==> config.mk <==
export PLATFORM = sky130hd
export DESIGN_NAME = seu_npu_launch_ctrl
export DESIGN_NICKNAME = d
export VERILOG_FILES = /design/src/rtl/seu_npu_pkg.sv /design/src/rtl/seu_npu_timeout_cnt.sv /design/src/rtl/seu_npu_launch_ctrl.sv
export SDC_FILE = /design/constraint.sdc
export NUM_CORES = 1
export LEC_CHECK = 0
export CORE_AREA = 2 2 87 89
export CTS_CLUSTER_DIAMETER = 150
export CTS_CLUSTER_SIZE = 10
export DETAILED_ROUTE_END_ITERATION = 7
export DIE_AREA = 0 0 89 91
export GPL_TIMING_DRIVEN = 0
export HOLD_SLACK_MARGIN = 0.02
export SLEW_MARGIN = 20
export SYNTH_ARGS = -nofsm -noshare
export SYNTH_HDL_FRONTEND = slang
export SYNTH_SLANG_ARGS = --single-unit
==> constraint.sdc <==
create_clock -name clk_trans -period 4 [get_ports clk_trans]
set_clock_uncertainty 0.05 [all_clocks]
set_input_delay 0.8 -clock clk_trans [delete_from_list [all_inputs] [get_ports clk_trans]]
set_output_delay 0.8 -clock clk_trans [all_outputs]
set_load 0.1 [all_outputs]
==> src/rtl/seu_npu_pkg.sv <==
// Shared types and defaults for the NPU enable/busy launch handshake.
// MIN_LOW_DEF is also used by the clk_cal-side NPU core.
package seu_npu_pkg;

    typedef enum logic [2:0] {
        ST_IDLE  = 3'd0,
        ST_LOAD  = 3'd1,
        ST_READY = 3'd2,
        ST_START = 3'd3,
        ST_RUN   = 3'd4,
        ST_COOL  = 3'd5,
        ST_ERR   = 3'd6
    } state_e;

    localparam int INIT_LEN_W_DEF = 16;
    localparam int TO_W_DEF       = 20;
    localparam int TO_CYCLES_DEF  = 1000000;
    localparam int MIN_LOW_DEF    = 4;

    // Init data stays valid from the end of a load until a re-init or an abort.
    function automatic logic init_held(input state_e s);
        return (s == ST_READY) || (s == ST_START) || (s == ST_RUN) || (s == ST_COOL);
    endfunction

    function automatic logic en_held(input state_e s);
        return (s == ST_START) || (s == ST_RUN);
    endfunction

endpackage

==> src/rtl/seu_npu_timeout_cnt.sv <==
// Clear/enable down-counter: clr reloads LOAD, en counts down to zero,
// expire is high while enabled with the count at zero.
module seu_npu_timeout_cnt
    import seu_npu_pkg::*;
#(
    parameter int           W    = TO_W_DEF,
    parameter logic [W-1:0] LOAD = '1
) (
    input  logic clk_trans,
    input  logic rst,
    input  logic clr,
    input  logic en,
    output logic expire
);

    logic [W-1:0] cnt;

    // NOTE: registered state uses non-blocking assignments so every flop samples pre-edge values.
    always_ff @(posedge clk_trans) begin
        if (rst) begin
            cnt <= '0;
        end else if (clr) begin
            cnt <= LOAD;
        end else if (en && (cnt != '0)) begin
            cnt <= cnt - W'(1);
        end
    end

    assign expire = en && !clr && (cnt == '0);

endmodule

==> src/rtl/seu_npu_launch_ctrl.sv <==
// clk_trans-side initiator of the NPU enable/busy 4-phase handshake: init load,
// run launch and completion. Define SEU_NPU_TIMEOUT_EN to add the START/RUN timeout abort.
module seu_npu_launch_ctrl
    import seu_npu_pkg::*;
#(
    parameter int INIT_LEN_W = INIT_LEN_W_DEF,
    parameter int MIN_LOW    = MIN_LOW_DEF,
    parameter int TO_W       = TO_W_DEF,
    parameter int TO_CYCLES  = TO_CYCLES_DEF
) (
    input  logic                  clk_trans,
    input  logic                  rst,
    input  logic                  init_req,
    input  logic [INIT_LEN_W-1:0] init_len,
    input  logic                  init_wvalid,
    output logic                  init_wready,
    output logic                  npu_init_cmplt,
    input  logic                  run_req,
    output logic                  run_ack,
    output logic                  run_done,
    output logic                  run_err,
    output logic                  ctrl_busy,
    output logic                  npu_en_processing,
    input  logic                  npu_busy_sync
);

    localparam int             LOW_W    = (MIN_LOW < 2) ? 1 : $clog2(MIN_LOW);
    localparam logic [LOW_W-1:0] LOW_LAST = LOW_W'(MIN_LOW - 1);

    if ((TO_CYCLES < 1) || (longint'(TO_CYCLES) >= (longint'(1) << TO_W)) || (MIN_LOW < 1))
    begin : g_bad_cfg
        $error("seu_npu_launch_ctrl: TO_CYCLES must be in [1, 2**TO_W) and MIN_LOW >= 1");
    end

    state_e                state;
    state_e                state_n;
    logic [INIT_LEN_W-1:0] len_q;
    logic [INIT_LEN_W-1:0] beat_cnt;
    logic [LOW_W-1:0]      low_cnt;
    logic                  init_take;
    logic                  beat_take;
    logic                  low_done;
    logic                  to_expire;

`ifdef SEU_NPU_TIMEOUT_EN
    logic to_clr;
    logic to_run;

    assign to_clr = (state == ST_READY) && (state_n == ST_START);
    assign to_run = (state == ST_START) || (state == ST_RUN);

    seu_npu_timeout_cnt #(
        .W    (TO_W),
        .LOAD (TO_W'(TO_CYCLES - 1))
    ) u_timeout (
        .clk_trans (clk_trans),
        .rst       (rst),
        .clr       (to_clr),
        .en        (to_run),
        .expire    (to_expire)
    );
`else
    assign to_expire = 1'b0;
`endif

    // NOTE: every signal written here gets a default first, so no path can infer a latch.
    always_comb begin
        state_n   = state;
        init_take = init_req && (state inside {ST_IDLE, ST_LOAD, ST_READY});
        beat_take = (state == ST_LOAD) && init_wvalid && !init_req;
        low_done  = (low_cnt == LOW_LAST);

        if (init_take) begin
            // A zero-length load has nothing to transfer and completes at once.
            state_n = (init_len == '0) ? ST_READY : ST_LOAD;
        end else begin
            case (state)
                ST_IDLE:  state_n = ST_IDLE;
                ST_LOAD:  if (beat_take && (beat_cnt == len_q - INIT_LEN_W'(1))) state_n = ST_READY;
                ST_READY: if (run_req && !npu_busy_sync) state_n = ST_START;
                ST_START: begin
                    if (to_expire)          state_n = ST_ERR;
                    else if (npu_busy_sync) state_n = ST_RUN;
                end
                // Busy falling beats a coincident timeout: the run did finish.
                ST_RUN: begin
                    if (!npu_busy_sync)  state_n = ST_COOL;
                    else if (to_expire)  state_n = ST_ERR;
                end
                ST_COOL:  if (low_done && !npu_busy_sync) state_n = ST_READY;
                ST_ERR:   if (low_done && !npu_busy_sync) state_n = ST_IDLE;
                default:  state_n = ST_IDLE;
            endcase
        end
    end

    always_ff @(posedge clk_trans) begin
        if (rst) begin
            state             <= ST_IDLE;
            len_q             <= '0;
            beat_cnt          <= '0;
            low_cnt           <= '0;
            init_wready       <= 1'b0;
            npu_init_cmplt    <= 1'b0;
            npu_en_processing <= 1'b0;
            ctrl_busy         <= 1'b0;
            run_ack           <= 1'b0;
            run_done          <= 1'b0;
            run_err           <= 1'b0;
        end else begin
            state <= state_n;

            if (init_take) begin
                len_q    <= init_len;
                beat_cnt <= '0;
            end else if (beat_take) begin
                beat_cnt <= beat_cnt + INIT_LEN_W'(1);
            end

            // Enable-low time is measured from the edge that leaves RUN (or enters ERR).
            if ((state == ST_COOL) || (state == ST_ERR)) begin
                if (!low_done) low_cnt <= low_cnt + LOW_W'(1);
            end else begin
                low_cnt <= '0;
            end

            init_wready       <= (state_n == ST_LOAD);
            npu_init_cmplt    <= init_held(state_n);
            npu_en_processing <= en_held(state_n);
            ctrl_busy         <= !(state_n inside {ST_IDLE, ST_READY});
            run_ack           <= (state == ST_READY) && (state_n == ST_START);
            run_done          <= (state == ST_RUN) && (state_n == ST_COOL);
`ifdef SEU_NPU_TIMEOUT_EN
            run_err           <= (state != ST_ERR) && (state_n == ST_ERR);
`else
            run_err           <= 1'b0;
`endif
        end
    end

endmodule
# Word level (Yosys, flattened, before mapping)
# Index checks and enable logic that the tools add are counted.
# W data, S select, Z words.
[totals] out_inout_bits=7 ff_bits=43
[classes] reduce_logical=23 add_sub_neg=3 muxes=9 n_bitwise=1 n_eq_ne=13
[op_table] cell="$mux W3" count=7
[op_table] cell="$pmux W3 S6" count=1
[op_table] cell="$add A16 B1 Y16 const B" count=1
[op_table] cell="$eq A16 B16 Y1" count=1
[op_table] cell="$logic_not A16 Y1" count=1
[op_table] cell="$sub A16 B1 Y16 const B" count=1
[op_table] cell="$eq A3 B3 Y1 const B" count=5
[op_table] cell="$eq A3 B2 Y1 const B" count=4
[op_table] cell="$logic_and A1 B1 Y1" count=8
[op_table] cell="$eq A3 B1 Y1 const B" count=2
[op_table] cell="$logic_not A3 Y1" count=2
[op_table] cell="$logic_or A1 B1 Y1" count=5
[op_table] cell="$reduce_or A2 Y1" count=2
[op_table] cell="$logic_not A1 Y1" count=3
[op_table] cell="$reduce_bool A3 Y1" count=1
[op_table] cell="$add A2 B1 Y2 const B" count=1
[op_table] cell="$eq A2 B2 Y1 const B" count=1
[op_table] cell="$mux W2" count=1
[op_table] cell="$reduce_bool A2 Y1" count=1
[op_table] cell="$not A1 Y1" count=1

# Longest topological paths before layout
[logic_depth] depth_word=11 ltp_mapped=10

# Worst setup path before layout
# OpenSTA, ideal clock, no wires.
[synth_timing] kind="flip-flop to flip-flop" start="register len_q[8]" end="register npu_init_cmplt" path_stages_with_launch=9 arrival_time_ps=2621 path_slack_ps=1205 required_time_ps=3827 n_path_buf=1 path_cell_list="dfxtp_1 > buf_6 > or4_4 > or4_4 > o32a_1 > a211oi_2 > o21ai_2 > o21ai_2 > mux2_1"
[synth_between] elab_chain_len=10 word_cells_on_any_way=13 cone_classes="1 x add/sub; 5 x eq/ne; 3 x mux; 4 x reduce/logical"
[synth_lines] element="start, declared" line="seu_npu_launch_ctrl.sv:37" rtl="logic [INIT_LEN_W-1:0] len_q;"
[synth_lines] element="start signal, assigned" line="seu_npu_launch_ctrl.sv:114" rtl="len_q <= init_len;"
[synth_lines] element="$sub A16 B1 Y16 *" line="seu_npu_launch_ctrl.sv:79" rtl="ST_LOAD: if (beat_take && (beat_cnt == len_q - INIT_LEN_W'(1))) state_n = ST_READY;"
[synth_lines] element="$eq A16 B16 Y1 *" line="seu_npu_launch_ctrl.sv:79"
[synth_lines] element="$logic_and A1 B1 Y1 *" line="seu_npu_launch_ctrl.sv:79"
[synth_lines] element="$mux W3 *" line="seu_npu_launch_ctrl.sv:79"
[synth_lines] element="$pmux W3 S6 *" line="seu_npu_launch_ctrl.sv:77" rtl="case (state)"
[synth_lines] element="$mux W3 *" line="seu_npu_launch_ctrl.sv:73" rtl="if (init_take) begin"
[synth_lines] element="$eq A3 B2 Y1" line="seu_npu_pkg.sv:22" rtl="return (s == ST_READY) || (s == ST_START) || (s == ST_RUN) || (s == ST_COOL);"
[synth_lines] element="$logic_or A1 B1 Y1 (2 in a row)" line="seu_npu_pkg.sv:22"
[synth_lines] element="$logic_or A1 B1 Y1 *" line="seu_npu_pkg.sv:22"
[synth_lines] element="end signal, assigned" line="seu_npu_launch_ctrl.sv:128" rtl="npu_init_cmplt <= init_held(state_n);"
[synth_lines] element="end, declared" line="seu_npu_launch_ctrl.sv:17" rtl="output logic npu_init_cmplt,"
# Every way passes the cells marked *; elsewhere a longest branch is shown, timed or not.
# A chain may end at the register's enable or synchronous reset.

# Worst setup path after layout
[layout_timing] start="register len_q[0]" end="register npu_init_cmplt"
# Same word-level chain as after synthesis.

==> flow_summary.yaml <==
grt:
  antenna_found_initial: 0
  grt.busiest_layer: "met2"
  grt_util_met2_pct: 21.6
  grt-ovfl-total: 0
  grt_max_degree: 13
  gr-usage-met1_pct: 20.2
  grtUsageMet3_pct: 3.09
  grt_pass1_vias: 1959
  grt_pass1_wl_mm: 9.35
  grt_use_total_pct: 14.3
clock_tree:
  cts_buffer_depth: 2
  root_buffer: "clkbuf_8"
  postCtsSetupBuffers: 0
  clk_pin_slew_ns: 0.08
  postCtsHoldBufs: 0
  htree_levels: 2
  clock_sinks: 43
  insertion_delay_ns: 0.30
  cts_tree: "built"
  numCtsBuffers: 5
  cts_resized: 0
timing:
  fin_setup_tns_ns: 0
  rsz0062_at_grt: "false"
  period_needed_ns: 3.04
  setup_ws_ns: 0.962
  finalSetupViolCount: 0
  worst_pin_slew_ns: 0.972
  maxSlewHeadroom_pct: 35.0
  finalHoldViolCount: 0
  hold_ws_ns: 0.449
  post-route-period-util_pct: 75.9
  fmax_mhz: 329
  drv_slew: 0
synth:
  synth-warning-count: 0
  synth_cell_types: 49
  avgSynthCellArea_um2: 7.91
  async_flop_share_pct: 0
  synth_seq_cells: 43
  syn_area_mm2: 0.00243
  syn_nets: 333
  seq_area_frac_synth_pct: 35.4
  syn_inst: 308
  synth_edf_count: 0
  synth_ff_type: "dfxtp_1"
hold_path:
  hold_path_class: "register to register"
power_and_ir_drop:
  power.static_leakage_uw: 0.00102
  p_per_area_mw_per_mm2: 305
  ir_drop_v: 0.000124
setup_path:
  worstPathRequired_ns: 4.14
  worst-path-buf-inv: 2
  crit_slowest_cell: "or4b_2"
  critPathLaunchType: "register"
  critPathMaxFanout: 10
  arrival_ns: 3.18
  max_stage_delay_ns: 0.69
  crit_path_end_kind: "register"
  cp_cell_sequence: "inv_1 > ha_1 > clkbuf_1 > or4b_2 > nand2_1 > nand4_1 > nor4_1 > nand3_1 > o21ai_2 > mux2_1"
  critPathTopFamily: "simple AND/OR/NAND/NOR gates"
  criticalPathCategory: "register to register"
layout:
  antennaDiodeCount: 0
  stdcell_area_mm2: 0.00291
  fill_cells: 744
  drive_gt1_share_pct: 5.54
  syn2layout_area_growth_pct: 19.5
  fin_util_pct: 40.8
  nets: 367
placed_design:
  hpwl_mm: 4.24
  port-buffer-count: 27
  routabilityCongestion: 0.892
  placed_cell_area_mm2: 0.00283
  place_ws_ns: 0.702
routing:
  viasPerCell: 4.95
  vias: 2189
  drt_iter0_markers: 128
  firstDrtPassIters: 4
  post_drt_wl_per_cell_um: 12.3
  drt_drc_violations_left: 0
  antenna_left: 0
  routed_wl_mm: 5.46
floorplanning:
  fp.dieH_um: 91
  start_util_pct: 34.1
  row_count: 31
  core-area_mm2: 0.00714
  die_x_um: 89
  dieArea_mm2: 0.00810
  io_pins: 29
flow_run:
  maxCapViolCount: 0
outcome:
  status: "completed"
cells in the mapped netlist, types with 6 or more instances:
master	instances	share of area [%]
a21oi_1	24	4.9
clkbuf_1	11	1.7
dfxtp_1	43	35
inv_1	9	1.4
nand2_1	46	7.1
nand3_1	9	1.8
nand4_1	6	1.5
nor2_1	31	4.8
nor3_1	6	1.2
nor4_1	7	1.8
o21ai_0	12	2.5
or3_1	8	2.1
xnor2_1	16	5.8
xor2_1	20	7.2
path summary, 6_finish.rpt:
| kind | from | to | slack (ns) | cells past startpoint |
|---|---|---|---|---|
| worst max register to register | len_q[0]$_SDFFE_PP0P_ | npu_init_cmplt$_SDFF_PP0_ | 0.96 | 10 |
| worst max-delay path | len_q[0]$_SDFFE_PP0P_ | npu_init_cmplt$_SDFF_PP0_ | 0.96 | 10 |
| worst min register to register | len_q[15]$_SDFFE_PP0P_ | len_q[15]$_SDFFE_PP0P_ | 0.45 | 2 |
| worst min-delay path | len_q[15]$_SDFFE_PP0P_ | len_q[15]$_SDFFE_PP0P_ | 0.45 | 2 |
cell families after synthesis:
logic type,share of synthesized area (%)
fa+ha+maj,1.95
mux,2.11
xor+xnor,12.9
other cells,0.154
flops,35.4
compound gates,13.8
buf+inv,4.16
simple gates,29.5
layer usage:
layer	up-vias	wire length [um]
li1	1140	-
met1	998	2640
met2	45	2520
met3	6	226
met4	0	73
met5	-	0
state kept, by name, indices dropped and copies added, names as in the netlist:
register           flops
beat_cnt              16
len_q                 16
state                  3
low_cnt                2
ctrl_busy              1
init_wready            1
npu_en_processing      1
npu_init_cmplt         1
run_ack                1
run_done               1
worst reg2reg max path, cell delays in order, from the launching register on:
cell and delay, ns:
dfxtp_1 0.38, inv_1 0.08, ha_1 0.13, clkbuf_1 0.34, or4b_2 0.69, nand2_1 0.09, nand4_1 0.09, nor4_1 0.22
nand3_1 0.25, o21ai_2 0.26, mux2_1 0.34
where the power goes:
group | switching, uW | internal (uW) | total (uW)
clock | 145 | 123 | 268
combinational | 94.7 | 73.8 | 168
sequential | 12.1 | 439 | 452
cells in the final DEF (no fill, tap or decap), types with 2 or more instances in the layout:
| master | Yosys | routed |
|---|---|---|
| a21oi_1 | 24 | 24 |
| or3_1 | 8 | 8 |
| clkbuf_1 | 11 | 13 |
| o22ai_1 | 3 | 3 |
| a211oi_1 | 2 | 2 |
| inv_1 | 9 | 9 |
| o21ai_2 | 2 | 2 |
| buf_1 | 2 | 2 |
| nor2b_1 | 4 | 4 |
| xor2_1 | 20 | 20 |
| ha_1 | 3 | 3 |
| or4_1 | 4 | 4 |
| or4_4 | 2 | 2 |
| nand3b_1 | 2 | 2 |
| o31ai_1 | 2 | 2 |
| nand2b_1 | 4 | 4 |
| clkdlybuf4s50_1 | 0 | 27 |
| nand2_1 | 46 | 46 |
| nor3_1 | 6 | 6 |
| a31oi_1 | 2 | 2 |
| and3_1 | 2 | 2 |
| dfxtp_1 | 43 | 43 |
| o21ai_0 | 12 | 12 |
| nor2_1 | 31 | 31 |
| xnor2_1 | 16 | 16 |
| nand4_1 | 6 | 6 |
| clkbuf_8 | 0 | 5 |
| mux2i_1 | 4 | 4 |
| nor4_1 | 7 | 7 |
| nand3_1 | 9 | 9 |
| a311oi_1 | 2 | 2 |
final cells by class:
type / count / area, um2 / share of cell area (%)
buffer: 15 / 67.6 / 2.32
clock buffer: 7 / 76.3 / 2.62
clock inverter: 1 / 5.00 / 0.172
inverter: 9 / 33.8 / 1.16
multi-input combinational: 241 / 1470 / 50.6
sequential: 43 / 861 / 29.6
tap: 99 / 124 / 4.26
timing repair buffer: 27 / 270 / 9.29
per-stage QoR:
stage	std cells	power, uW
final	442	888
after global routing	442	928
after CTS	442	893
after detailed placement	434	630
after global placement	434	629
after floorplan	308	578
(Power assumes the default switching activity.)
